[config.mk]
export PLATFORM = sky130hd
export DESIGN_NAME = score_display_ctrl_flat
export DESIGN_NICKNAME = d
export VERILOG_FILES = /design/src/rtl/snake_pkg.sv /design/src/rtl/score_display_ctrl_if.sv /design/src/rtl/score_display_ctrl_flash_timer.sv /design/src/rtl/score_display_ctrl.sv /design/src/flat_wrapper.sv
export SDC_FILE = /design/constraint.sdc
export NUM_CORES = 1
export LEC_CHECK = 0
export CORE_UTILIZATION = 40
export DETAILED_ROUTE_END_ITERATION = 8
export GPL_TIMING_DRIVEN = 0
export PLACE_DENSITY = 0.66
export REMOVE_ABC_BUFFERS = 1
export SLEW_MARGIN = 20
export SYNTH_ARGS = -nofsm -noshare
export SYNTH_HDL_FRONTEND = slang
export SYNTH_SLANG_ARGS = --single-unit
[constraint.sdc]
create_clock -name clk -period 5.55 [get_ports clk]
set_clock_uncertainty 0.05 [all_clocks]
set_input_delay 1.3875 -clock clk [delete_from_list [all_inputs] [get_ports clk]]
set_output_delay 1.3875 -clock clk [all_outputs]
set_load 0.005 [all_outputs]
[src/rtl/snake_pkg.sv]
// -----------------------------------------------------------------------------
// snake_pkg
// Shared constants and types for the snake game blocks.
//   SCORE_W       : score width in bits
//   MAX_SCORE     : score at which a game is won
//   score_t       : score value type
//   game_state_t  : game-flow state, shared by every block that follows the game
// -----------------------------------------------------------------------------
package snake_pkg;

    localparam int SCORE_W   = 7;
    localparam int MAX_SCORE = 50;

    typedef logic [SCORE_W-1:0] score_t;

    typedef enum logic [2:0] {
        IDLE,
        PLAY,
        PAUSED,
        FLASH,
        HIGH
    } game_state_t;

endpackage

[src/rtl/score_display_ctrl_if.sv]
// -----------------------------------------------------------------------------
// score_display_ctrl_if
// Bundle between the collision detectors / score tracker / display driver and
// the game-flow controller.
//   master modport : environment side (drives buttons, tick, collisions, score)
//   slave  modport : controller side
// Signals:
//   startBtn, tick, goodCollIn, badCollIn, trackerScore  -> into the controller
//   goodCollOut, badCollOut, gameActive, dispScore,
//   dispBlank, gameWon                                   <- from the controller
//   pauseBtn (only when SNAKE_PAUSE_EN is defined)       -> into the controller
// -----------------------------------------------------------------------------
interface score_display_ctrl_if #(
    parameter int SCORE_W = snake_pkg::SCORE_W
);

    logic               startBtn;
    logic               tick;
    logic               goodCollIn;
    logic               badCollIn;
    logic [SCORE_W-1:0] trackerScore;
`ifdef SNAKE_PAUSE_EN
    logic               pauseBtn;
`endif

    logic               goodCollOut;
    logic               badCollOut;
    logic               gameActive;
    logic [SCORE_W-1:0] dispScore;
    logic               dispBlank;
    logic               gameWon;

    modport master (
`ifdef SNAKE_PAUSE_EN
        output pauseBtn,
`endif
        output startBtn, tick, goodCollIn, badCollIn, trackerScore,
        input  goodCollOut, badCollOut, gameActive, dispScore, dispBlank, gameWon
    );

    modport slave (
`ifdef SNAKE_PAUSE_EN
        input  pauseBtn,
`endif
        input  startBtn, tick, goodCollIn, badCollIn, trackerScore,
        output goodCollOut, badCollOut, gameActive, dispScore, dispBlank, gameWon
    );

endinterface

[src/rtl/score_display_ctrl_flash_timer.sv]
// -----------------------------------------------------------------------------
// flash_timer
// Counts tick strobes while enabled and toggles a blank flag on every counted
// tick. done flags the tick that completes FLASH_TICKS counts, so the owner can
// leave the flash phase on that same edge.
// Ports:
//   clk, rst : clock, asynchronous active-high reset
//   clear    : synchronous clear of counter and blank (wins over tick)
//   tick     : slow enable strobe
//   enable   : count/toggle only while high
//   blank    : registered blank flag
//   done     : combinational, high on the final counted tick
// -----------------------------------------------------------------------------
module flash_timer #(
    parameter int FLASH_TICKS = 6
) (
    input  logic clk,
    input  logic rst,
    input  logic clear,
    input  logic tick,
    input  logic enable,
    output logic blank,
    output logic done
);

    localparam int                CNT_W = $clog2(FLASH_TICKS + 1);
    localparam logic [CNT_W-1:0]  LAST  = CNT_W'(FLASH_TICKS - 1);
    localparam logic [CNT_W-1:0]  FULL  = CNT_W'(FLASH_TICKS);

    logic [CNT_W-1:0] count;

    assign done = enable && tick && (count == LAST);

    // NOTE: sequential state uses non-blocking assignments so every register
    // samples the pre-edge values of the others.
    always_ff @(posedge clk or posedge rst) begin
        if (rst) begin
            count <= '0;
            blank <= 1'b0;
        end else if (clear) begin
            count <= '0;
            blank <= 1'b0;
        end else if (enable && tick) begin
            blank <= ~blank;
            // Saturate: while paused the timer only drives the blink.
            if (count != FULL) begin
                count <= count + 1'b1;
            end
        end
    end

endmodule

[src/rtl/score_display_ctrl.sv]
// -----------------------------------------------------------------------------
// score_display_ctrl
// Game-flow controller between the collision detectors / score tracker and the
// 7-segment display driver. Forwards collisions to the tracker only while a
// game runs, ends the game on a bad collision or on reaching MAX_SCORE,
// flashes the final score for FLASH_TICKS tick strobes, then hands the display
// back to the tracker (which then shows the high score).
// Ports:
//   clk  : system clock
//   rst  : asynchronous active-high reset
//   bus  : score_display_ctrl_if.slave (buttons, tick, collisions, tracker
//          score in; gated collisions, gameActive, display value/blank,
//          gameWon out). All outputs are registered.
// Optional feature: define SNAKE_PAUSE_EN to add pauseBtn and the PAUSED state.
// -----------------------------------------------------------------------------
module score_display_ctrl #(
    parameter int MAX_SCORE   = snake_pkg::MAX_SCORE,
    parameter int FLASH_TICKS = 6,
    parameter int SCORE_W     = snake_pkg::SCORE_W
) (
    input  logic               clk,
    input  logic               rst,
    score_display_ctrl_if.slave bus
);

    import snake_pkg::*;

    if (FLASH_TICKS < 1) begin : g_flash_ticks_check
        $error("score_display_ctrl: FLASH_TICKS must be at least 1");
    end
    if (MAX_SCORE > 127 || MAX_SCORE >= (1 << SCORE_W)) begin : g_max_score_check
        $error("score_display_ctrl: MAX_SCORE must be <= 127 and fit in SCORE_W bits");
    end

    localparam logic [SCORE_W-1:0] WIN_SCORE = SCORE_W'(MAX_SCORE);

    game_state_t        state;
    game_state_t        next_state;
    logic [SCORE_W-1:0] latched_score;
    logic [SCORE_W-1:0] latched_next;
    logic [SCORE_W-1:0] disp_next;
    logic               good_next;
    logic               bad_next;
    logic               won_next;
    logic               active_next;
    logic               hit_bad;
    logic               hit_win;
    logic               timer_en;
    logic               timer_clear;
    logic               timer_blank;
    logic               timer_done;

    // A bad collision always beats the win condition in the same cycle.
    assign hit_bad = bus.badCollIn;
    assign hit_win = !bus.badCollIn && (bus.trackerScore >= WIN_SCORE);

    // The timer runs in FLASH (count + blink) and PAUSED (blink only); any
    // state change, including an abort or the final tick, clears it.
    assign timer_en    = (state == FLASH) || (state == PAUSED);
    assign timer_clear = !(timer_en && (next_state == state));

    flash_timer #(
        .FLASH_TICKS (FLASH_TICKS)
    ) u_flash_timer (
        .clk    (clk),
        .rst    (rst),
        .clear  (timer_clear),
        .tick   (bus.tick),
        .enable (timer_en),
        .blank  (timer_blank),
        .done   (timer_done)
    );

    assign bus.dispBlank = timer_blank;

    // State register plus the registered outputs.
    always_ff @(posedge clk or posedge rst) begin
        if (rst) begin
            state           <= IDLE;
            latched_score   <= '0;
            bus.goodCollOut <= 1'b0;
            bus.badCollOut  <= 1'b0;
            bus.gameActive  <= 1'b0;
            bus.dispScore   <= '0;
            bus.gameWon     <= 1'b0;
        end else begin
            state           <= next_state;
            latched_score   <= latched_next;
            bus.goodCollOut <= good_next;
            bus.badCollOut  <= bad_next;
            bus.gameActive  <= active_next;
            bus.dispScore   <= disp_next;
            bus.gameWon     <= won_next;
        end
    end

    // Next-state logic.
    always_comb begin
        // NOTE: default first so every path assigns, otherwise a latch is inferred.
        next_state = state;
        unique case (state)
            IDLE: begin
                if (bus.startBtn) next_state = PLAY;
            end
            PLAY: begin
                if (hit_bad || hit_win) begin
                    next_state = FLASH;
                end
`ifdef SNAKE_PAUSE_EN
                else if (bus.pauseBtn) begin
                    next_state = PAUSED;
                end
`endif
            end
`ifdef SNAKE_PAUSE_EN
            PAUSED: begin
                if (bus.pauseBtn) next_state = PLAY;
            end
`endif
            FLASH: begin
                // startBtn outranks a simultaneous final tick.
                if (bus.startBtn)  next_state = PLAY;
                else if (timer_done) next_state = HIGH;
            end
            HIGH: begin
                if (bus.startBtn) next_state = PLAY;
            end
            default: next_state = IDLE;
        endcase
    end

    // Next values of the registered outputs.
    always_comb begin
        good_next    = 1'b0;
        bad_next     = 1'b0;
        latched_next = latched_score;
        won_next     = bus.gameWon;

        if (state == PLAY) begin
            if (hit_bad) begin
                bad_next     = 1'b1;
                latched_next = bus.trackerScore;
                won_next     = 1'b0;
            end else if (hit_win) begin
                // Winning cycle forwards nothing; the score is already final.
                latched_next = bus.trackerScore;
                won_next     = 1'b1;
            end else begin
                good_next    = bus.goodCollIn;
            end
        end

        // Every fresh game starts with gameWon cleared.
        if ((next_state == PLAY) && (state != PLAY) && (state != PAUSED)) begin
            won_next = 1'b0;
        end

        active_next = (next_state == PLAY) || (next_state == PAUSED);
        // While flashing, show the captured score, not the tracker, which may
        // already have been reset.
        disp_next   = (next_state == FLASH) ? latched_next : bus.trackerScore;
    end

endmodule

[src/flat_wrapper.sv]
// flat-port wrapper written by rule: the top's interface ports become plain ports
module score_display_ctrl_flat import snake_pkg::*;
#(
    parameter int MAX_SCORE   = snake_pkg::MAX_SCORE,
    parameter int FLASH_TICKS = 6,
    parameter int SCORE_W     = snake_pkg::SCORE_W
)
  (clk, rst, bus_startBtn, bus_tick, bus_goodCollIn, bus_badCollIn, bus_trackerScore, bus_goodCollOut, bus_badCollOut, bus_gameActive, bus_dispScore, bus_dispBlank, bus_gameWon);
  score_display_ctrl_if #(.SCORE_W(SCORE_W)) bus_i ();
  input  logic clk;
  input  logic rst;
  input wire logic [$bits(bus_i.startBtn)-1:0] bus_startBtn;
  input wire logic [$bits(bus_i.tick)-1:0] bus_tick;
  input wire logic [$bits(bus_i.goodCollIn)-1:0] bus_goodCollIn;
  input wire logic [$bits(bus_i.badCollIn)-1:0] bus_badCollIn;
  input wire logic [$bits(bus_i.trackerScore)-1:0] bus_trackerScore;
  output wire logic [$bits(bus_i.goodCollOut)-1:0] bus_goodCollOut;
  output wire logic [$bits(bus_i.badCollOut)-1:0] bus_badCollOut;
  output wire logic [$bits(bus_i.gameActive)-1:0] bus_gameActive;
  output wire logic [$bits(bus_i.dispScore)-1:0] bus_dispScore;
  output wire logic [$bits(bus_i.dispBlank)-1:0] bus_dispBlank;
  output wire logic [$bits(bus_i.gameWon)-1:0] bus_gameWon;
  assign bus_i.startBtn = bus_startBtn;
  assign bus_i.tick = bus_tick;
  assign bus_i.goodCollIn = bus_goodCollIn;
  assign bus_i.badCollIn = bus_badCollIn;
  assign bus_i.trackerScore = bus_trackerScore;
  assign bus_goodCollOut = bus_i.goodCollOut;
  assign bus_badCollOut = bus_i.badCollOut;
  assign bus_gameActive = bus_i.gameActive;
  assign bus_dispScore = bus_i.dispScore;
  assign bus_dispBlank = bus_i.dispBlank;
  assign bus_gameWon = bus_i.gameWon;
  score_display_ctrl #(.MAX_SCORE(MAX_SCORE), .FLASH_TICKS(FLASH_TICKS), .SCORE_W(SCORE_W)) u_core (.clk(clk), .rst(rst), .bus(bus_i));
endmodule
# Yosys cells after proc, flatten, opt, wreduce, memory -nomap -nowiden
# Index checks and enable logic that the tools add are counted.
dict set report word_totals {
  ff_bits 25
  inputBits 13
  out_inout_bits 12
  elab_cells 65
}
dict set report op_classes {
  addsub 1
  n_lt_le_gt_ge 1
  eq_ne 14
  mux 23
  n_bitwise 1
  n_reduce_logical 16
}
# op count
set ops {}
lappend ops {{two-way mux 7 bit} 4}
lappend ops {{two-way mux 3 bit} 7}
lappend ops {{equality test 3 x 2 -> 1 bit, second input constant} 4}
lappend ops {{two-way mux 1 bit} 11}
lappend ops {{case mux 3 bit (3 select lines)} 1}
lappend ops {{>= comparator 7 x 6 -> 1 bit, second input constant} 1}
lappend ops {{equality test 3 x 1 -> 1 bit, second input constant} 2}
lappend ops {{equality test 3 bit, second input constant} 2}
lappend ops {{logical AND 1 bit} 6}
lappend ops {{inequality test 2 bit, second input constant} 2}
lappend ops {{AND reduction 2 bit} 2}
lappend ops {{adder 3 x 1 -> 3 bit, second input constant} 1}
lappend ops {{equality test 3 bit} 1}
lappend ops {{logical NOT 3 bit} 1}
lappend ops {{logical OR 1 bit} 3}
lappend ops {{inequality test 3 x 1 -> 1 bit, second input constant} 1}
lappend ops {{inequality test 3 x 2 -> 1 bit, second input constant} 1}
lappend ops {{inequality test 3 bit, second input constant} 1}
lappend ops {{nonzero test 3 bit} 1}
lappend ops {{nonzero test 2 bit} 1}
lappend ops {{OR reduction 2 bit} 1}
lappend ops {{logical NOT 1 bit} 1}
lappend ops {{inverter 1 bit} 1}

# Depth between registers and ports, before layout
# Gate-level depths: netlist of the first run.
dict set report depth {
  depth_word 12
  depth_mapped 7
  ltp_nobuf 5
}

# Cells and area by module
# From an unflattened synthesis of the first run, not the netlist that was laid out.
dict set report hier_totals {
  cells_unflattened 97
  area_unflattened_um2 1158.6
}
# module n_inst cells_per_inst area_per_inst_um2 seq_area_each_um2
set modules_own_cells {}
lappend modules_own_cells {score_display_ctrl 1 71 913.4 525.5}
lappend modules_own_cells {flash_timer 1 26 245.2 100.1}

# Worst setup path after synthesis of the first run
# No wires, ideal clock.
dict set report synth_timing {
  kind {input to register}
  startpoint {in bus_tick}
  endpoint {reg u_core.bus.dispScore[2]}
  setup_time_ps 125
  arrival_time_ps 2442
  required_ps 5375
  path_slack_ps 2933
  cell_stages 5
  path_buffers 2
  path_cell_list {and3_2 or3_1 buf_2 buf_6 mux2_4}
}
dict set report synth_via {
  elab_chain_len 7
}
# element line_no
set synth_lines {}
lappend synth_lines {{from (decl)} flat_wrapper.sv:13} ;# input wire logic [$bits(bus_i.tick)-1:0] bus_tick;
lappend synth_lines {{logical AND 1 bit (2 in a row)} score_display_ctrl_flash_timer.sv:32} ;# assign done = enable && tick && (count == LAST);
lappend synth_lines {{two-way mux 3 bit} score_display_ctrl.sv:123} ;# else if (timer_done) next_state = HIGH;
lappend synth_lines {{two-way mux 3 bit} score_display_ctrl.sv:122} ;# if (bus.startBtn) next_state = PLAY;
lappend synth_lines {{case mux 3 bit (3 select lines)} score_display_ctrl.sv:101} ;# unique case (state)
lappend synth_lines {{equality test 3 x 2 -> 1 bit} score_display_ctrl.sv:161} ;# disp_next = (next_state == FLASH) ? latched_next : bus.trackerScore;
lappend synth_lines {{two-way mux 7 bit} score_display_ctrl.sv:161}
lappend synth_lines {{via u_core.disp_next[2]} score_display_ctrl.sv:41} ;# logic [SCORE_W-1:0] disp_next;
lappend synth_lines {{to (signal assigned)} score_display_ctrl.sv:92} ;# bus.dispScore <= disp_next;
lappend synth_lines {{to (decl)} score_display_ctrl_if.sv:46} ;# output goodCollOut, badCollOut, gameActive, dispScore, dispBlank, gameWon
# The timed path passes the listed nets, and every way through them passes these cells.
# A chain may end at the register's enable or synchronous reset.

# Final worst setup path of the first run
dict set report layout_timing {
  startpoint {in bus_tick}
  endpoint {reg u_core.bus.dispScore[3]}
}
# The elaborated chain is that of the path after synthesis.

==> results of run 1 <==
-- power by group through the flow --
stage	registers (mW)	logic (mW)	clock network, mW
6_report	0.273	0.201	0.0828
2_1_floorplan	0.273	0.118	0
4_1_cts	0.274	0.204	0.0878
3_5_place_dp	0.278	0.203	0
3_3_place_gp	0.273	0.199	0
5_1_grt	0.281	0.220	0.0936
-- sequential cells by signal, summed over array words and instances (netlist names) --
register and count:
u_core.bus.dispScore 7, u_core.bus.badCollOut 1, u_core.u_flash_timer.count 3, u_core.state 3, u_core.bus.goodCollOut 1, u_core.bus.gameWon 1, u_core.u_flash_timer.blank 1, u_core.bus.gameActive 1
u_core.latched_score 7
-- final timing paths --
kind                       slack [ns]                     startpoint                 endpoint  depth (start not counted)
min                              0.47        u_core.latched_score[0]  u_core.bus.dispScore[0]                          1
max                              2.69                       bus_tick  u_core.bus.dispScore[3]                          4
max in group asynchronous        3.37                            rst    u_core.bus.badCollOut                          2
max reg2reg                      3.54  u_core.u_flash_timer.count[0]  u_core.bus.dispScore[3]                          4
min in group asynchronous        1.51                            rst  u_core.bus.dispScore[5]                          2
min reg2reg                      0.47        u_core.latched_score[0]  u_core.bus.dispScore[0]                          1
-- logic make-up after synthesis --
family	Yosys count	share of synthesized area
AO/OA/AOI/OAI	11	0.0688
XOR/XNOR	1	0.00789
adder cells (fa/ha/maj)	3	0.0338
buffers and inverters	7	0.0349
flip-flops	25	0.564
multiplexers	14	0.156
AND/OR/NAND/NOR	22	0.135
-- metal layers --
layer | wire length, µm | vias to the layer above | track usage
met4 | 0 | 0 | 0.0641
met2 | 939 | 13 | 0.241
met1 | 893 | 364 | 0.175
met3 | 91 | 0 | 0.0444
met5 | 0 | - | 0
li1 | - | 343 | -
-- through the flow --
step | hold WS, ns | util | power [mW]
floorplan | 0.427 | - | 0.391
global placement | 0.436 | 0.536 | 0.473
detailed placement | 0.442 | 0.536 | 0.481
CTS | 0.476 | 0.546 | 0.565
global route | 0.498 | 0.546 | 0.594
finish | 0.473 | 0.546 | 0.557
-- cell usage after synthesis (2+ instances only) --
cell type / instances
mux2_4: 4
and3b_2: 2
or3_1: 3
nand3b_1: 2
mux2_2: 10
o21ai_0: 2
a21oi_1: 4
nand2_1: 2
dfrtp_1: 25
ha_1: 3
inv_1: 4
nor2_1: 2
-- area by class of cell --
| type | count | share of cell area |
|---|---|---|
| inverter | 4 | 0.0108 |
| timing repair buffer | 24 | 0.173 |
| multi-input combinational | 51 | 0.320 |
| clock buffer | 4 | 0.0189 |
| sequential | 25 | 0.450 |
| tap | 30 | 0.0270 |
==> reports/qor.csv, run 1 <==
metric;value;unit
status;finished, final reports clean;
min_path_type;flop to flop;
synth_area_per_cell;13.4;µm²
crit_buf_inv;1;
grt_overflow;0;
die_h;54.7;µm
fin_tns_setup;0;ns
nNetsFinal;125;
tightest_slew;0.939;ns
htreeDepth;1;
rsz0062_at_grt;false;
cpPeakStageDelay;0.61;ns
postLayoutSetupSlackWorst;2.69;ns
seq_area;626;µm²
viasPerCell;5.22;
ys_warn_count;0;
yosys.area.top_type;dfrtp_1;
cp_slowest_cell;or3_1;
multiInputGateArea;445;µm²
clock_sinks;25;
start_util;0.436;
place_congestion;0.646;
finish.instance_area;1390;µm²
final_common_cell;dfrtp_1;
ys_top_cells_by_area;dfrtp_1, mux2_2, mux2_4;
ys.flop_type;dfrtp_1;
maxSlewViolCount;0;
holdBufCountCts;0;
cp.arrival;3.03;ns
power_density;400;nW/µm²
slew_headroom;0.373;
post_cts_buffers;0;
antennaDiodeCount;0;
dp_slack;2.34;ns
critPathCaptureType;flop;
path_clk_slew;0.13;ns
fin_cells;138;
power_leakage;0.608;nW
cts-buffers-inserted;3;
switchingPower;159;µW
fin_crit_sh;0.516;
dp_hpwl;1.34;mm
grtUsageTotal;0.147;
fmax;349;MHz
num-fill-cells;240;
async_flop_share;1.00;
dp.cells;134;
synth.yosys.seq_area_share;0.564;
min_period;2.86;ns
cts.path.max_buffers;2;
area_growth;25.3;%
postRouteAntennaNets;0;
ioPinCount;25;
place_area;1360;µm²
core;2540;µm²
drive_gt1_frac;0.204;
netlist_instances;83;
die-area;2990;µm²
ir_drop;0.230;mV
drc;0;
synth-edff-count;0;
cp_max_fo;13;
cts_resized;0;
grt_max_degree;26;
cts_tree;done;
path_class;input port to flop;
routed_wl;1.93;mm
final_cell_mix;dfrtp_1, clkdlybuf4s50_1, mux2_2;
grt_pass1_vias;694;
crit_chain;clkdlybuf4s50_1 -> and3_2 -> or3_1 -> mux2_4;
wl_per_cell;13.9;µm
swShare;0.286;
first_iter_violations;10;
numPortBuffers;24;
synth_top_area_frac;0.564;
critPathLaunchType;input port;
yosys_register_bits;25;
cts-root-buf;clkbuf_4;
synth_cell_types;32;
setup_viol;0;
clkPwrFrac;0.149;
synthesis.area;1110;µm²
crit_family;simple AND/OR/NAND/NOR gates;
p_comb_frac;0.360;
worstPathRequired;5.72;ns
p_int;397;µW
seq_power_share;0.491;
clk_latency;0.32;ns
rows;18;
antenna_found_initial;0;
cap_violations;0;
finalHoldViolations;0;
dr.pass1.iters;4;
grt_pass1_wl;2.99;mm
vias;720;
die_x;54.7;µm
(Power assumes the default switching activity.)
==> run 2: changes to the inputs <==
--- a/config.mk
+++ b/config.mk
@@ -8,7 +8,7 @@
 export CORE_UTILIZATION = 40
 export DETAILED_ROUTE_END_ITERATION = 8
 export GPL_TIMING_DRIVEN = 0
-export PLACE_DENSITY = 0.66
+export PLACE_DENSITY = 0.68
 export REMOVE_ABC_BUFFERS = 1
 export SLEW_MARGIN = 20
 export SYNTH_ARGS = -nofsm -noshare
==> constraint.sdc (replaced) <==
create_clock -name clk -period 2.4 [get_ports clk]
set_clock_uncertainty 0.05 [all_clocks]
set_input_delay 0.6 -clock clk [delete_from_list [all_inputs] [get_ports clk]]
set_output_delay 0.6 -clock clk [all_outputs]
set_load 0.005 [all_outputs]
==> run 2 against run 1 <==
  * Via count down 0.56%
  * Critical path depth unchanged
  * Largest power group unchanged
  * Cell count is the same
  * Sequential cell count stayed put
  * Clock-buffer cell count down 1
==> reports/qor.csv, run 2 (synthesized netlist as in run 1, its figures left out) <==
metric;value;unit;change
worstPathRequired;2.56;ns;-3.16 ns
grt_pass1_wl;3.00;mm;+0.23%
critPathCaptureType;flop;;
cts.path.max_buffers;2;;unchanged
nNetsFinal;125;;unchanged
worst-path-stages;4;;unchanged
fmax;478;MHz;
postRouteAntennaNets;0;;unchanged
cts-root-buf;clkbuf_4;;
rows;18;;unchanged
crit_chain;clkdlybuf4s50_1 -> and3_2 -> or3_1 -> mux2_4;;
die_x;54.7;µm;unchanged
drc;0;;unchanged
dp_hpwl;1.36;mm;+2.0%
antenna_found_initial;0;;unchanged
p_total;1.27;mW;+130%
cp_slowest_cell;or3_1;;
die_h;54.7;µm;unchanged
path_class;input port to flop;;
place_area;1360;µm²;unchanged
area_growth;25.4;%;about the same
path_clk_slew;0.13;ns;about the same
dr.pass1.iters;2;;-2
drive_gt1_frac;0.213;;+0.00926
cts_tree;done;;
final_common_cell;dfrtp_1;;
numPortBuffers;24;;unchanged
final_cell_mix;dfrtp_1, clkdlybuf4s50_1, mux2_2;;
holdBufCountCts;0;;unchanged
slew_headroom;0.381;;+0.00782
cp.arrival;2.25;ns;-0.78 ns
tightest_slew;0.927;ns;-0.0117 ns
rsz0062_at_grt;false;;
core;2540;µm²;unchanged
worst-r2r-cell-count;4;;unchanged
viasPerCell;5.19;;-0.56%
ir_drop;0.579;mV;+150%
clk_latency;0.31;ns;about the same
first_iter_violations;11;;+1
finish.instance_area;1390;µm²;about the same
cpPeakStageDelay;0.60;ns;about the same
routed_wl;1.87;mm;-3.1%
fin_crit_sh;0.871;;
reg.largest.list;u_core.bus.dispScore (7), u_core.latched_score (7);;
finalHoldViolations;0;;unchanged
min_period;2.09;ns;
cts-buffers-inserted;3;;unchanged
power_density;916;nW/µm²;+130%
min_path_type;flop to flop;;
crit_family;simple AND/OR/NAND/NOR gates;;
cp_max_fo;13;;unchanged
antennaDiodeCount;0;;unchanged
whs_path_depth;1;;unchanged
die-area;2990;µm²;unchanged
wl_per_cell;13.5;µm;-3.1%
crit_buf_inv;1;;unchanged
ioPinCount;25;;unchanged
power_leakage;0.611;nW;+0.45%
setup_viol;0;;unchanged
post_cts_buffers;0;;unchanged
clock_sinks;25;;unchanged
num-fill-cells;234;;-2.5%
place_congestion;0.704;;+9.1%
cap_violations;0;;unchanged
grt_overflow;0;;unchanged
start_util;0.436;;unchanged
status;finished, final reports clean;;
htreeDepth;1;;unchanged
r2r_slack;0.38;ns;-3.16 ns
vias;716;;-0.56%
grtUsageTotal;0.148;;+0.00144
critPathLaunchType;input port;;
maxSlewViolCount;0;;unchanged
grt_pass1_vias;682;;-1.7%
cts_resized;0;;unchanged
grt_max_degree;26;;unchanged
run 2: cell types whose count changed in the layout (fill, tap and decap cells not counted), sizes merged:
cell	before	now
clkinv	0	1
clkbuf	4	3
run 2: stage by stage:
step,instances,utilization,hold slack (ns),setup TNS [ns],setup slack [ns]
floorplan,80,-,0.427,0,0.555
global placement,134,0.536,0.436,-0.0672,-0.0188
detailed placement,134,0.536,0.442,-0.259,-0.0468
CTS,138,0.547,0.474,0,0.298
global route,138,0.547,0.482,0,0.264
finish,138,0.547,0.469,0,0.310
run 2: final timing paths:
| kind | startpoint | end |
|---|---|---|
| worst min-delay path | u_core.latched_score[0] | u_core.latched_score[0] |
| worst max register to register | u_core.u_flash_timer.count[0] | u_core.bus.dispScore[3] |
| worst min register to register | u_core.latched_score[0] | u_core.latched_score[0] |
| worst max-delay path | bus_tick | u_core.bus.dispScore[3] |
| max in group asynchronous | rst | u_core.bus.dispScore[6] |
| min in group asynchronous | rst | u_core.latched_score[3] |
run 2: cell type report:
class | count | area [µm²] | share of cell area
Tap cell | 30 | 37.5 | 0.0270
Sequential cell | 25 | 626 | 0.450
Clock inverter | 1 | 5.00 | 0.00360
Inverter | 4 | 15.0 | 0.0108
Clock buffer | 3 | 22.5 | 0.0162
Timing Repair Buffer | 24 | 240 | 0.173
Multi-Input combinational cell | 51 | 445 | 0.320
run 2: power breakdown:
part           internal, mW  switching (mW)  total [mW]
Combinational         0.299           0.163       0.462
Clock                0.0622           0.117       0.180
Sequential            0.556          0.0768       0.632
run 2: per-layer routing:
layer / track usage / wire length [µm]
met2: 0.255 / 962
met3: 0.0389 / 89
met4: 0.0513 / 0
met5: 0 / 0
met1: 0.176 / 813
==> run 3: changes to the inputs <==
--- a/config.mk
+++ b/config.mk
@@ -10,6 +10,7 @@
 export GPL_TIMING_DRIVEN = 0
 export PLACE_DENSITY = 0.68
 export REMOVE_ABC_BUFFERS = 1
+export SKIP_CTS_REPAIR_TIMING = 1
 export SLEW_MARGIN = 20
 export SYNTH_ARGS = -nofsm -noshare
 export SYNTH_HDL_FRONTEND = slang
==> results of run 3 <==
The final DEF is identical to that of run 2; final timing and power are the same.
